$ cat src/rtl/spm_feeder.sv
// spm_feeder: wakes the SPM, sends its header, streams samples and collects per-interval min/max results
module spm_feeder #(
  parameter logic [15:0] SYNC_WORD   = 16'hA5A5,
  parameter int          ACK_TIMEOUT = 15
) (
  input  logic        clk,
  input  logic        reset,
  input  logic        start,
  input  logic [31:0] cfg_total_samples,
  input  logic [31:0] cfg_samples_per_interval,
  input  logic [15:0] src_data,
  input  logic        src_valid,
  output logic        src_ready,
  output logic [15:0] spm_data_in,
  output logic        spm_data_in_available,
  input  logic        spm_data_in_ready,
  input  logic [15:0] spm_data_out,
  output logic        spm_data_out_available,
  input  logic        spm_data_out_ready,
  output logic [15:0] res_min,
  output logic [15:0] res_max,
  output logic [15:0] res_index,
  output logic        res_valid,
  output logic        busy,
  output logic        done,
  output logic        err
);
  typedef enum logic [3:0] {IDLE, WAKE, HDR_SEND, HDR_ACK, SRC_WAIT, S_SEND, S_ACK, COLLECT, ERROR} state_t;
  state_t state_q, state_d;
  logic [31:0] total_q, total_d, len_q, len_d, samp_q, samp_d, ivc_q, ivc_d;
  logic [15:0] sample_q, sample_d, min_q, min_d, max_q, max_d, idx_q, idx_d, icnt_q, icnt_d;
  logic [2:0]  hdr_q, hdr_d;
  logic [1:0]  col_q, col_d;
  logic [7:0]  tmo_q, tmo_d;
  logic        err_q, err_d;
  logic [15:0] hdr_word;
  logic        last, tmo_hit, total_done;
  assign hdr_word = hdr_q == 3'd0 ? SYNC_WORD : hdr_q == 3'd1 ? total_q[15:0] : hdr_q == 3'd2 ? total_q[31:16] :
                    hdr_q == 3'd3 ? len_q[15:0] : hdr_q == 3'd4 ? len_q[31:16] : 16'h0000;
  assign total_done = samp_q == total_q;
  assign last       = ivc_q == len_q || total_done;
  assign tmo_hit    = tmo_q + 8'd1 == 8'(ACK_TIMEOUT);
  // next-state and datapath updates for the handshake sequencer
  always_comb begin
    state_d = state_q; total_d = total_q; len_d = len_q; samp_d = samp_q; ivc_d = ivc_q;
    sample_d = sample_q; min_d = min_q; max_d = max_q; idx_d = idx_q; icnt_d = icnt_q;
    hdr_d = hdr_q; col_d = col_q; tmo_d = tmo_q; err_d = err_q;
    case (state_q)
      IDLE: if (start) begin
        total_d = cfg_total_samples;
        len_d   = (cfg_samples_per_interval != 0 && cfg_samples_per_interval <= cfg_total_samples) ?
                  cfg_samples_per_interval : cfg_total_samples;
        samp_d  = '0; ivc_d = '0; icnt_d = '0;
        err_d   = cfg_total_samples == 0;
        state_d = cfg_total_samples == 0 ? ERROR : WAKE;
      end
      WAKE: begin
        hdr_d   = '0;
        state_d = HDR_SEND;
      end
      HDR_SEND: begin
        tmo_d   = '0;
        state_d = HDR_ACK;
      end
      HDR_ACK: if (spm_data_in_ready) begin
        hdr_d   = hdr_q + 3'd1;
        state_d = hdr_q == 3'd5 ? SRC_WAIT : HDR_SEND;
      end else begin
        tmo_d   = tmo_q + 8'd1;
        err_d   = err_q | tmo_hit;
        state_d = tmo_hit ? ERROR : HDR_ACK;
      end
      SRC_WAIT: if (src_valid) begin
        sample_d = src_data;
        samp_d   = samp_q + 32'd1;
        ivc_d    = ivc_q + 32'd1;
        state_d  = S_SEND;
      end
      S_SEND: begin
        tmo_d   = '0;
        col_d   = '0;
        state_d = last ? COLLECT : S_ACK;
      end
      S_ACK: if (spm_data_in_ready) state_d = SRC_WAIT;
      else begin
        tmo_d   = tmo_q + 8'd1;
        err_d   = err_q | tmo_hit;
        state_d = tmo_hit ? ERROR : S_ACK;
      end
      COLLECT: if (col_q == 2'd2) begin
        icnt_d  = icnt_q + 16'd1;
        ivc_d   = '0;
        state_d = total_done ? IDLE : SRC_WAIT;
      end else if (spm_data_out_ready) begin
        col_d = col_q + 2'd1;
        tmo_d = '0;
        min_d = col_q == 2'd0 ? spm_data_out : min_q;
        max_d = col_q == 2'd1 ? spm_data_out : max_q;
        idx_d = col_q == 2'd1 ? icnt_q : idx_q;
      end else begin
        tmo_d   = tmo_q + 8'd1;
        err_d   = err_q | tmo_hit;
        state_d = tmo_hit ? ERROR : COLLECT;
      end
      default: state_d = ERROR;
    endcase
  end
  // state and datapath registers with synchronous reset
  always_ff @(posedge clk) begin
    if (reset) begin
      state_q <= IDLE; total_q <= '0; len_q <= '0; samp_q <= '0; ivc_q <= '0;
      sample_q <= '0; min_q <= '0; max_q <= '0; idx_q <= '0; icnt_q <= '0;
      hdr_q <= '0; col_q <= '0; tmo_q <= '0; err_q <= 1'b0;
    end else begin
      state_q <= state_d; total_q <= total_d; len_q <= len_d; samp_q <= samp_d; ivc_q <= ivc_d;
      sample_q <= sample_d; min_q <= min_d; max_q <= max_d; idx_q <= idx_d; icnt_q <= icnt_d;
      hdr_q <= hdr_d; col_q <= col_d; tmo_q <= tmo_d; err_q <= err_d;
    end
  end
  assign spm_data_in_available  = state_q == WAKE || state_q == HDR_SEND || state_q == S_SEND;
  assign spm_data_in            = state_q == WAKE ? SYNC_WORD : state_q == HDR_SEND ? hdr_word :
                                  state_q == S_SEND ? sample_q : 16'h0000;
  assign src_ready              = state_q == SRC_WAIT;
  assign spm_data_out_available = state_q == COLLECT;
  assign res_valid              = state_q == COLLECT && col_q == 2'd2;
  assign done                   = res_valid && total_done;
  assign busy                   = state_q != IDLE && state_q != ERROR;
  assign err                    = err_q;
  assign res_min                = min_q;
  assign res_max                = max_q;
  assign res_index              = idx_q;
endmodule

$ cat config.mk
export PLATFORM = sky130hd
export DESIGN_NAME = spm_feeder
export DESIGN_NICKNAME = d
export VERILOG_FILES = /design/src/rtl/spm_feeder.sv
export SDC_FILE = /design/constraint.sdc
export NUM_CORES = 1
export LEC_CHECK = 0
export CELL_PAD_IN_SITES_DETAIL_PLACEMENT = 1
export CELL_PAD_IN_SITES_GLOBAL_PLACEMENT = 1
export CORE_MARGIN = 3
export CORE_UTILIZATION = 40
export CTS_BUF_LIST = sky130_fd_sc_hd__clkbuf_16
export DETAILED_ROUTE_END_ITERATION = 8
export GPL_TIMING_DRIVEN = 0
export MAX_ROUTING_LAYER = met4
export PLACE_DENSITY_LB_ADDON = 0.2
export SETUP_SLACK_MARGIN = 0.4
export SLEW_MARGIN = 0
export SYNTH_ARGS = -nofsm -noshare
export SYNTH_HDL_FRONTEND = slang
export SYNTH_SLANG_ARGS = --single-unit
$ cat constraint.sdc
create_clock -name clk -period 4.2 [get_ports clk]
set_clock_uncertainty 0.2 [all_clocks]
set_input_delay 1.05 -clock clk [delete_from_list [all_inputs] [get_ports clk]]
set_output_delay 1.05 -clock clk [all_outputs]
set_load 0.005 [all_outputs]
==> results of run 1 <==
-- critical path: stages, from the launching register on --
cell	delay, ns
dfxtp_4	0.36
ha_4	0.16
ha_4	0.16
buf_8	0.13
nor2_4	0.21
clkbuf_8	0.17
buf_6	0.09
a221o_1	0.20
o21ai_1	0.10
o21ai_2	0.21
a22oi_1	0.10
nor2_1	0.13
buf_2	0.13
-- path summary, 6_finish.rpt --
kind	start	to	slack, ns
max reg2reg	col_q[0]	ivc_q[30]	0.94
max	hdr_q[0]	spm_data_in[3]	0.25
min reg2reg	res_max[3]	res_max[3]	0.25
min	res_max[3]	res_max[3]	0.25
-- final cells by class --
| class | count | share of cell area (%) |
|---|---|---|
| multi-input cells | 1142 | 44.6 |
| flip-flops and latches | 226 | 29.7 |
| repair buffers | 197 | 12.5 |
| clock buffers | 27 | 4.42 |
| well taps | 384 | 3.14 |
| plain buffers | 86 | 2.86 |
| inverters | 80 | 1.96 |
| clock inverters | 16 | 0.777 |
-- report_power, final --
part | internal, uW | leakage, uW | switching [uW] | total [uW]
logic | 359 | 0.00357 | 518 | 877
clock network | 1270 | 0.000406 | 905 | 2170
registers | 2230 | 0.00183 | 158 | 2390
total | 3860 | 0.00581 | 1580 | 5440
-- cells in the final DEF, fill, tap and decap left out, types with 4 or more instances in the layout --
| cell | n |
|---|---|
| nand2_1 | 293 |
| dfxtp_1 | 222 |
| clkdlybuf4s50_1 | 150 |
| a21oi_1 | 146 |
| nor2_1 | 113 |
| inv_1 | 82 |
| xor2_1 | 77 |
| o21ai_0 | 75 |
| xnor2_1 | 54 |
| nand3_1 | 48 |
| clkbuf_1 | 47 |
| ha_1 | 42 |
| nand4_1 | 33 |
| o221ai_1 | 33 |
| buf_2 | 31 |
| clkbuf_16 | 27 |
| nor4_1 | 24 |
| and3_1 | 22 |
| o21ai_2 | 20 |
| o21ai_1 | 20 |
| a221o_1 | 18 |
| or3_1 | 17 |
| and4_1 | 14 |
| buf_6 | 12 |
| clkbuf_2 | 12 |
| nor3_1 | 12 |
| buf_4 | 12 |
| a22oi_1 | 9 |
| nor2b_1 | 8 |
| clkbuf_8 | 6 |
| clkinv_1 | 6 |
| dlymetal6s2s_1 | 6 |
| clkinv_2 | 5 |
| and2_1 | 4 |
| a21o_1 | 4 |
| nand4b_1 | 4 |
| mux2i_1 | 4 |
-- cell families after synthesis --
| logic type | Yosys count | share of synthesized area (%) |
|---|---|---|
| fa+ha+maj | 45 | 4.76 |
| buf+inv | 166 | 5.55 |
| mux | 4 | 0.339 |
| simple gates | 619 | 24.2 |
| compound gates | 343 | 17.1 |
| xor+xnor | 131 | 9.71 |
| flops | 226 | 38.3 |
-- cells in the mapped netlist, types with 5 or more instances --
library cell	instances	area share, %
nor4_1	26	1.4
clkbuf_1	68	2.2
nand4_1	33	1.7
nor3_1	12	0.51
and3_1	22	1.2
nor2_1	117	3.7
and2_1	5	0.26
a221o_1	18	1.5
nor2b_1	11	0.58
a21oi_1	148	6.3
o21ai_0	113	4.8
buf_2	12	0.51
nand2_1	295	9.4
or3_1	17	0.90
inv_1	80	2.5
a22oi_1	11	0.70
and4_1	15	1.1
dfxtp_1	226	38
o221ai_1	33	2.4
ha_1	45	4.8
nand3_1	48	2.0
xor2_1	77	5.7
xnor2_1	54	4.0
-- layer usage --
| layer | track usage, % | wire, microns |
|---|---|---|
| met5 | - | 0 |
| met3 | 3.02 | 2560 |
| met4 | 9.59 | 1660 |
| met1 | 36.0 | 19300 |
| met2 | 47.6 | 21500 |
-- stage by stage --
step | setup slack, ns | setup TNS, ns | hold slack (ns) | cell area, sq um | util [%]
after global routing | 0.192 | 0 | 0.273 | 15300 | 52.8
after floorplan | 0.879 | 0 | 0.233 | 11800 | -
after global placement | -0.350 | -12.24 | 0.242 | 14000 | 48.5
after CTS | 0.246 | 0 | 0.256 | 15200 | 52.4
final | 0.255 | 0 | 0.253 | 15300 | 52.8
after detailed placement | -0.412 | -14.30 | 0.248 | 14000 | 48.5
-- flip-flops by register name (all words and copies together), names as in the netlist --
register   cells
col_q          2
icnt_q        16
res_min       16
state_q        4
hdr_q          3
total_q       32
res_max       16
sample_q      16
tmo_q          8
err            1
res_index     16
samp_q        32
len_q         32
ivc_q         32
-- repair_timing --
item                                    CTS  global route
setup buffers                            16             6
gates cloned                              3             0
pin swaps                                57            47
endpoints found under the setup margin   49            48
hold buffers                              0             0
gates resized for setup                 176            49
==> out/summary.md, run 1 <==
The largest fanout on the critical path was 4. From bottom edge to top edge, the die measures 178 microns. The number of levels the H-tree was split into was 1; the cell count after placement was 2090. The clock-pin transition on the worst setup and hold timing paths is 0.06 ns. In the final layout, the multi-input gates occupy 6830 sq um. The tools report the cell area after synthesis as 11800 sq um. The congestion estimate from routability-driven global placement came to 1.01.

Buffers inserted during clock tree synthesis total 26. The number of global-route vias before repair is 12300. The share of post-route cells with drive strength above 1 is 9.30%, and the post-synthesis sequential area ratio is 38.3%. For the number of antenna violations at the first check in global routing, the log shows 0. The number of port buffers is 172. The pre-antenna-repair detailed-routing pass consisted of 5 iterations. The tools report the root cell of the clock tree as clkbuf_16. The initial cell density of the core was 40.8%.

The area used by sequential logic in the layout is 4540 sq um, and the average footprint of a synthesized cell is 7.70 sq um. The cell count after synthesis came out at 1534. The worst setup path is captured at an output pin. STA classifies the critical path startpoint as a flop.

For the worst-skew pair, the clock arrives at the later sink with an insertion delay of 0.54 ns. The setup-violating endpoint count in the final report is 0, and the number of enable-type register cells in the synthesized netlist is 0. Dividing the final minimum period by the clock period gives 93.9%. In this run, synthesis produced a sequential element count of 226. The number of design-rule violations left by the first detailed-router iteration was 634. The wire length reported by the detailed router was 45.0 mm.

In the synthesized netlist the async set-or-reset flop fraction comes to 0%. In this run the worst hold path is classified as reg -> reg. The area of the die is 31600 sq um, and the maximum frequency from static timing analysis is 0.253 GHz.

The number of nets in the synthesized netlist is 1681. STA puts the critical path data arrival time at 2.70 ns. Detailed placement ended at an HPWL of 34.3 mm. The count of cells along the worst hold path was 2.

The run gives 0 as the number of max-cap violations. The largest net degree at the start of global routing is 13, and the area growth from synthesis to layout is 29.4%. The routed design could run at a clock period as short as 3.95 ns. The number of buffers between clock root and the deepest sink came out at 3. TritonCTS built the clock tree. Pin placement for this block handled 173 I/O pins. The analysis attributes to cell leakage a power of 0.00581 uW. Summing internal, switching and leakage power gives 5440 uW. The highest ir drop seen on vdd was 0.271 mV. STA puts the critical path data required time at 2.95 ns. The post-detailed-route wirelength per cell was 20.9 microns; the max-slew violation total from the final report was 0. The tools report the floorplan row count as 62. In the final design database the tool counted 1906 nets. The via total after detailed routing was 12300; the count of endpoints failing hold in the final timing report was 0.

The warning count from the yosys run was 0; the number of vias per cell after detailed routing was 5.68. In this run the remaining antenna-violating nets after routing total 0. For this run, the total global-route usage over all layers was measured as 28.5%.

Most used flip-flop cell after synthesis: dfxtp_1. For the total overflow reported by the global router, the log shows 0. The number of different library cells in the post-synthesis netlist came out at 52. The die is 178 microns wide. In this run the tightest slew margin relative to its limit is 36.5%. The final cell count without fillers is 2158. For the pin with the worst max-slew slack, the measured transition is 0.945 ns.

Counting cells, the worst reg-to-reg path comes to 9. CTS sink count: 226. The tools report the total core area as 28900 sq um. The wire length of the first global-routing pass is 69.2 mm, and the antenna diode count is 0. The flow ran to the end, and the final reports show no timing, DRC or antenna violations. The power per unit of standard cell area is 356 nW/um^2.

The critical path class was reg -> out. After filler insertion, the fill cell instance count of the layout stands at 3526. The run gives 0 as the DRC violation count after routing. Setup repair after global routing could not meet its margin everywhere.
No activity file was read; power rests on OpenSTA's default activity.
==> run 2: changes to the inputs <==
--- a/config.mk
+++ b/config.mk
@@ -5,6 +5,7 @@
 export SDC_FILE = /design/constraint.sdc
 export NUM_CORES = 1
 export LEC_CHECK = 0
+export CAP_MARGIN = 10
 export CELL_PAD_IN_SITES_DETAIL_PLACEMENT = 1
 export CELL_PAD_IN_SITES_GLOBAL_PLACEMENT = 1
 export CORE_MARGIN = 3
@@ -13,7 +14,7 @@
 export DETAILED_ROUTE_END_ITERATION = 8
 export GPL_TIMING_DRIVEN = 0
 export MAX_ROUTING_LAYER = met4
-export PLACE_DENSITY_LB_ADDON = 0.2
+export PLACE_DENSITY_LB_ADDON = 0.1
 export SETUP_SLACK_MARGIN = 0.4
 export SLEW_MARGIN = 0
 export SYNTH_ARGS = -nofsm -noshare
==> run 2 against run 1 <==
Setup slack improved by 0.12 ns. Sequential share of layout area grew 0.38 points. Die area is the same. Global-route usage is 0.33 points lower. Count of clock-buffer cells in the layout stayed put. Worst hold slack barely moved. Sequential cell count stayed put. Maximum frequency increased by 3.0%. Combinational power up 0.8%. Clock power rose by 2%. Critical endpoint is now spm_data_in[0].
==> out/summary.md, run 2 (synthesis gave the netlist of run 1 again) <==
The total overflow reported by the global router is 0 (unchanged). The part of the power in combinational logic is 16.1% (about the same). The worst slew slack as a fraction of its limit was 36.5% (about the same).

The longest individual stage delay on the worst path is 0.36 ns (about the same). Post-detailed-route wirelength per cell: 20.7 microns (-0.97%). The flow ran to the end, and the final reports show no timing, DRC or antenna violations. The horizontal die dimension is 178 microns (unchanged).

Walking the worst path, the cells encountered are ha_4 > ha_4 > buf_8 > nor2_4 > buf_6 > a221o_1 > o21ai_1 > o21ai_1 > o21ai_1 > a21oi_1 > buf_2. The post-route antenna net violation count was 0 (unchanged). The run gives 0.370 ns (+0.115 ns) as the setup slack of the critical path after layout.

The logs give 46.0% (-1.6 points) for the fraction of met2 tracks used by global routing and 3537 (+0.31%) for the count of filler cells inserted in the layout. The final critical-path required period came out at 3.83 ns (-0.115 ns). The tools report the via total after detailed routing as 12200 (-0.87%). The number of port buffers was 172 (unchanged); the worst path arrival time was 2.58 ns (-0.12 ns).

The most frequent standard cell in the layout excluding fill and tap cells was nand2_1. The final worst-path cycle share came out at 91.2% (-2.7 points). The layout net count came out at 1894 (-0.63%). The logs give 2090 (unchanged) for the cell count after placement and 0 (unchanged) for the count of endpoints failing hold in the final timing report. The CTS sink count was 226 (unchanged). Setup repair after global routing could not meet its margin everywhere.

The logs give 0.53 ns (about the same) for the later-pin clock latency in the skew report and 0 (unchanged) for the number of antenna violations at the first check in global routing. TritonCTS built the clock tree. The power per unit of standard cell area was 362 nW/um^2 (+1.8%); the total global-route track usage was 28.1% (-0.33 points). Kind of launch point of the worst setup path: a flop. The number of primary I/O pins was 173 (unchanged). The tools report the DRC violation count after routing as 0 (unchanged). The cell repeated most along the worst path was o21ai_1.

The number of buffers and inverters on the critical path works out to 3 (-1). Startpoint of the most critical hold path: res_index[9]. The highest ir drop seen on vdd was 0.301 mV (+11%). The share of the core filled with cells came out at 52.4% (-0.49 points). The largest fanout on the critical path works out to 6 (+2).

On the critical path, the stage with the largest delay is an instance of dfxtp_4. The share of post-route cells with drive strength above 1 works out to 8.61% (-0.69 points). The tools report the static leakage as 0.00576 uW (-0.83%).

HPWL after detailed placement: 34.2 mm (-0.32%). Initial cell density of the core: 40.8% (unchanged). The root cell of the clock tree is clkbuf_16.

The number of vias per cell after detailed routing was 5.66 (-0.46%). The wire length reported by the detailed router was 44.4 mm (-1.4%). Max-slew violation total from the final report: 0 (unchanged). The setup-violating endpoint count in the final report was 0 (unchanged); the area growth from synthesis to layout was 28.2%. The worst slack at placement came out at -0.430 ns (-0.0179 ns).

The weighted congestion at the end of routability-driven global placement is 0.962 (-4.4%). The tools report the number of max-cap violations as 0 (unchanged). The library cells used most frequently in the layout, excluding fill and tap cells, are nand2_1, dfxtp_1, clkdlybuf4s50_1, a21oi_1, nor2_1.

For the total of hold buffers inserted after clock tree synthesis, the log shows 0 (unchanged). The routing usage on met3 is 2.59% (-0.43 points). The required time of the worst setup path was 2.95 ns (about the same); the floorplan row count was 62 (unchanged). In this run the most used layer during global routing was met2. The startpoint of the most critical register-to-register path was state_q[2]. STA classifies the critical path endpoint as an output pin. The tools report the final cell count without fillers as 2149 (-0.42%). The total core area was 28900 sq um (unchanged). Clock-pin transition on the worst setup and hold timing paths: 0.06 ns (about the same).

Wire length of the first global-routing pass: 68.0 mm (-1.7%). The setup path with the least slack is of type reg -> out. The tools report the number of buffers between clock root and the deepest sink as 3 (unchanged). The antenna diode count was 0 (unchanged).

The first-pass detailed-route iteration total is 5 (unchanged). Switching share of power: 29.5% (+0.39 points). The cell internal power dissipation is 3870 uW (+0.28%), and the number of design-rule violations left by the first detailed-router iteration is 816 (+29%).

Global-route track usage on met1: 37.7% (+1.7 points). For the area of the die, the log shows 31600 sq um (unchanged). Class of the tightest hold or removal check: reg -> reg. Sequential fraction of design power: 43.5% (-0.4 points). Total clock buffers created by CTS: 27 (+3.8%). The run gives 1 (unchanged) as the number of levels the H-tree was split into. The tools report the largest net degree at the start of global routing as 13 (unchanged). The clock network fraction of design power was 40.3% (+0.3 points).

The transition time at the pin with the least slew margin is 0.945 ns (+0.00000530 ns), and the die span in y is 178 microns (unchanged). In this run the worst setup path begins at hdr_q[1]. Number of global-route vias before repair: 12000 (-2.4%).

On the critical path the largest part of the delay comes from compound AO/OA/AOI/OAI gates. The net switching power is 1620 uW (+2.2%). The maximum frequency from static timing analysis was 0.261 GHz (+3.0%).
run 2: cell count changes in the layout (fill, tap and decap cells not counted), sizes merged:
cell / previous run / this run
clkbuf: 95 / 92
inv: 83 / 87
dlygate4sd2: 0 / 1
dlymetal6s2s: 6 / 7
buf: 59 / 49
clkdlybuf4s50: 150 / 148
run 2: through the flow:
step / hold slack (ns) / cell area [sq um] / setup TNS, ns / total power [uW]
after floorplan: 0.233 / 11800 / 0 / 2820
after global placement: 0.241 / 14000 / -10.62 / 3240
after detailed placement: 0.249 / 14000 / -12.80 / 3270
after CTS: 0.257 / 15000 / 0 / 5500
after global routing: 0.275 / 15100 / 0 / 5700
final: 0.253 / 15100 / 0 / 5480
run 2: per-layer routing:
metal | up-vias | wire [microns]
li1 | 5720 | -
met1 | 5954 | 19400
met2 | 386 | 21200
met3 | 97 | 2490
met4 | 0 | 1320
met5 | - | 0
run 2: worst min-delay path, stage by stage, from the launching register on:
cell     delay [ns]
dfxtp_1        0.30
nand2_1        0.05
a21oi_1        0.05
run 2: power groups by stage:
stage	combinational, uW	clock (uW)	sequential, uW
detailed placement	847	0	2420
floorplan	476	0	2340
global placement	824	0	2420
CTS	867	2260	2380
finish	884	2210	2390
global route	967	2350	2390
run 2: worst paths after layout:
check	endpoint	slack, ns	cells past startpoint
max reg2reg	icnt_q[7]	0.93	9
min	res_index[9]	0.25	2
max	spm_data_in[0]	0.37	11
min reg2reg	res_index[9]	0.25	2
run 2: layout make-up:
type	count	area [sq um]	area share [%]
multi-input cells	1142	6790	44.8
flip-flops and latches	226	4550	30.0
repair buffers	184	1770	11.7
clock buffers	27	676	4.46
well taps	384	480	3.17
plain buffers	86	440	2.91
inverters	80	300	1.98
clock inverters	20	141	0.933
run 2: repair_timing:
item	CTS	global route
pin swaps	31	35
setup endpoints to repair	48	48
resized for setup	142	73
gates cloned	1	1
setup buffers	5	5
==> run 3: changes to the inputs <==
--- a/config.mk
+++ b/config.mk
@@ -8,15 +8,16 @@
 export CAP_MARGIN = 10
 export CELL_PAD_IN_SITES_DETAIL_PLACEMENT = 1
 export CELL_PAD_IN_SITES_GLOBAL_PLACEMENT = 1
+export CORE_ASPECT_RATIO = 1.75
 export CORE_MARGIN = 3
-export CORE_UTILIZATION = 40
-export CTS_BUF_LIST = sky130_fd_sc_hd__clkbuf_16
+export CORE_UTILIZATION = 42
+export CTS_BUF_LIST = sky130_fd_sc_hd__clkbuf_4
 export DETAILED_ROUTE_END_ITERATION = 8
 export GPL_TIMING_DRIVEN = 0
 export MAX_ROUTING_LAYER = met4
 export PLACE_DENSITY_LB_ADDON = 0.1
 export SETUP_SLACK_MARGIN = 0.4
-export SLEW_MARGIN = 0
+export SLEW_MARGIN = 30
 export SYNTH_ARGS = -nofsm -noshare
 export SYNTH_HDL_FRONTEND = slang
 export SYNTH_SLANG_ARGS = --single-unit
==> run 3 against run 2 <==
Sequential share of layout area rose by 0.36 points. Power fell by 8.2%. Count of clock-buffer cells in the layout rose by 47. Setup slack got worse by 0.16 ns. Sequential cell count did not move. Worst hold slack improved by 0.0011 ns. First-iteration DRC count fell by 39%. Non-clock buffer count did not move. Wire length rose by 0.51%. Maximum frequency fell by 4.0%. Critical path depth rose by 1. Combinational power fell by 0.8%. Critical path type unchanged. Critical endpoint is now spm_data_in[10].
==> out/summary.md, run 3 (synthesis gave the netlist of run 1 again) <==
The tools report the total core area as 27500 sq um (-4.9%). The kind of cell with the highest combined delay along the critical path is compound AO/OA/AOI/OAI gates. The library cell used most frequently in the layout, excluding fill and tap cells, is nand2_1. The post-detailed-route wirelength per cell works out to 20.5 microns (-0.65%).

The wire length reported by the detailed router was 44.6 mm (+0.51%). The count of endpoints failing hold in the final timing report came out at 0 (unchanged). The summed negative setup slack over all endpoints was 0 ns (unchanged).

For the largest net degree at the start of global routing, the log shows 16 (+3). The tools report the count of filler cells inserted in the layout as 3492 (-1.3%). The HPWL after detailed placement was 35.2 mm (+3.0%). Area of the die: 30300 sq um (-4.4%). The highest ir drop seen on vdd was 0.156 mV (-48%); the first-pass detailed-route iteration total was 5 (unchanged).

The final critical-path required period is 3.99 ns (+0.161 ns). TritonCTS built the clock tree. The run gives 0.209 ns (-0.161 ns) as the setup slack of the critical path after layout. The run finished with clean final reports. Walking the worst path, the cells encountered are ha_4 > ha_4 > buf_8 > nor2_4 > buf_8 > buf_6 > a221o_1 > o21ai_2 > o21ai_1 > o21ai_1 > a21oi_1 > buf_2.

The power per unit of standard cell area is 335 nW/um^2 (-7.4%), and the DRC violation count after routing is 0 (unchanged). The floorplan row count came out at 80 (+29%). The number of buffers and inverters on the critical path is 4 (+1), and the worst slew slack as a fraction of its limit is 47.6% (+11 points). The tools report the worst path arrival time as 2.74 ns (+0.16 ns). The number of max-cap violations was 0 (unchanged); the number of antenna violations at the first check in global routing was 1 (+1).

The net switching power came out at 1580 uW (-2.4%). The later-pin clock latency in the skew report came out at 0.74 ns (+0.21 ns). For the static leakage, the log shows 0.00567 uW (-1.7%). The die span in y came out at 228 microns (+28%). The worst setup path is launched from a flop.

The initial cell density of the core was 42.9% (+2.1 points). Compared with the post-synthesis result, the final layout area differs by 27.1%. The overall power of the completed layout came out at 5030 uW (-8.2%).

The cell internal power dissipation is 3450 uW (-11%). Worst slack at placement: -0.522 ns (-0.0916 ns). Setup repair after global routing could not meet its margin everywhere. The layout net count was 1922 (+1.5%). The share of post-route cells with drive strength above 1 works out to 12.0% (+3.4 points). The number of primary I/O pins was 173 (unchanged). The number of buffers between clock root and the deepest sink was 3 (unchanged). Largest fanout on the critical path: 6 (unchanged).

The number of levels the H-tree was split into came out at 2 (+1). The switching share of power was 31.3% (+1.9 points). The transition time at the pin with the least slew margin is 0.787 ns (-0.159 ns), and the number of vias per cell after detailed routing is 5.55 (-2.0%). The post-route antenna net violation count was 0 (unchanged). The slowest stage of the critical path belongs to the cell dfxtp_4.

The worst setup path is captured at an output pin. The maximum frequency from static timing analysis is 0.251 GHz (-4.0%), and the horizontal die dimension is 133 microns (-25%). The final worst-path cycle share works out to 95.0% (+3.8 points).

The run gives 29.8% (+1.6 points) as the total global-route track usage. The number of design-rule violations left by the first detailed-router iteration was 500 (-39%); the required time of the worst setup path was 2.95 ns (about the same). The tools report the setup-violating endpoint count in the final report as 0 (unchanged). The total clock buffers created by CTS is 55 (+100%). The longest individual stage delay on the worst path came out at 0.38 ns (+0.02 ns). For the via total after detailed routing, the log shows 12100 (-0.83%). The run gives 0 (unchanged) as the max-slew violation total from the final report.

The number of global-route vias before repair is 12900 (+7.2%). Clock tree synthesis selected as its root buffer the cell clkbuf_4. The number of port buffers was 172 (unchanged).

The top cell types in the final layout, fill and taps aside, are nand2_1, dfxtp_1, clkdlybuf4s50_1, a21oi_1, nor2_1. By startpoint and endpoint, the worst setup path is classified as reg -> out. Class of the tightest hold or removal check: reg -> reg. For the part of the power in combinational logic, the log shows 17.4% (+1.3 points).

The CTS sink count was 226 (unchanged); the total overflow reported by the global router was 0 (unchanged). The tools report the clock network fraction of design power as 35.0% (-5.3 points). For the wire length of the first global-routing pass, the log shows 70.0 mm (+2.8%). The run gives 47.6% (+4.1 points) as the sequential fraction of design power. For the weighted congestion at the end of routability-driven global placement, the log shows 0.946 (-1.7%).

The clock-pin transition on the worst setup and hold timing paths was 0.07 ns (about the same).
-- run 3: area by class of cell --
type	instances	area (sq um)	area share, %
Multi-Input combinational cell	1142	6860	45.7
Sequential cell	226	4570	30.4
Timing Repair Buffer	184	1750	11.6
Clock buffer	74	556	3.70
Tap cell	369	462	3.07
Buffer	86	445	2.97
Inverter	80	300	2.00
Clock inverter	12	78.8	0.525
Antenna cell	1	2.50	0.0167
-- run 3: stage by stage --
| step | instances | util (%) | hold WS, ns | cell area, sq um |
|---|---|---|---|---|
| after floorplan | 1534 | - | 0.233 | 11800 |
| after CTS | 2171 | 53.9 | 0.256 | 14800 |
| final | 2174 | 54.6 | 0.254 | 15000 |
| after detailed placement | 2075 | 50.9 | 0.246 | 14000 |
| after global routing | 2174 | 54.6 | 0.274 | 15000 |
| after global placement | 2075 | 50.9 | 0.241 | 14000 |
-- run 3: worst min-delay path, cell delays in order (launching register included) --
cell and delay [ns]:
dfxtp_1 0.31, nand2_1 0.05, a21oi_1 0.05
-- run 3: final timing paths --
| path | cells after the start | start | slack, ns | endpoint |
|---|---|---|---|---|
| worst max-delay path | 12 | hdr_q[0] | 0.21 | spm_data_in[10] |
| worst max register to register | 10 | col_q[0] | 1.21 | ivc_q[25] |
| worst min register to register | 2 | res_max[3] | 0.25 | res_max[3] |
| worst min-delay path | 2 | res_max[3] | 0.25 | res_max[3] |
-- run 3: power by group through the flow --
stage	clock network, uW	logic (uW)	registers, uW
after global routing	1920	968	2390
after CTS	1810	859	2380
after global placement	0	828	2430
after floorplan	0	476	2340
after detailed placement	0	850	2430
final	1760	877	2400
-- run 3: routing by layer --
layer	vias up	wire, microns	share of wire (%)	global-route usage (%)
li1	5780	-	-	-
met1	5794	15800	35	29.3
met2	341	24000	54	54.4
met3	141	1770	4.0	4.10
met4	0	3020	6.8	18.6
met5	-	0	0	-
-- run 3: what timing repair did --
action,in CTS,in global routing
pin swaps,35,49
buffers inserted,10,2
hold buffers,0,0
gates resized for setup,158,70
setup endpoints to repair,49,48
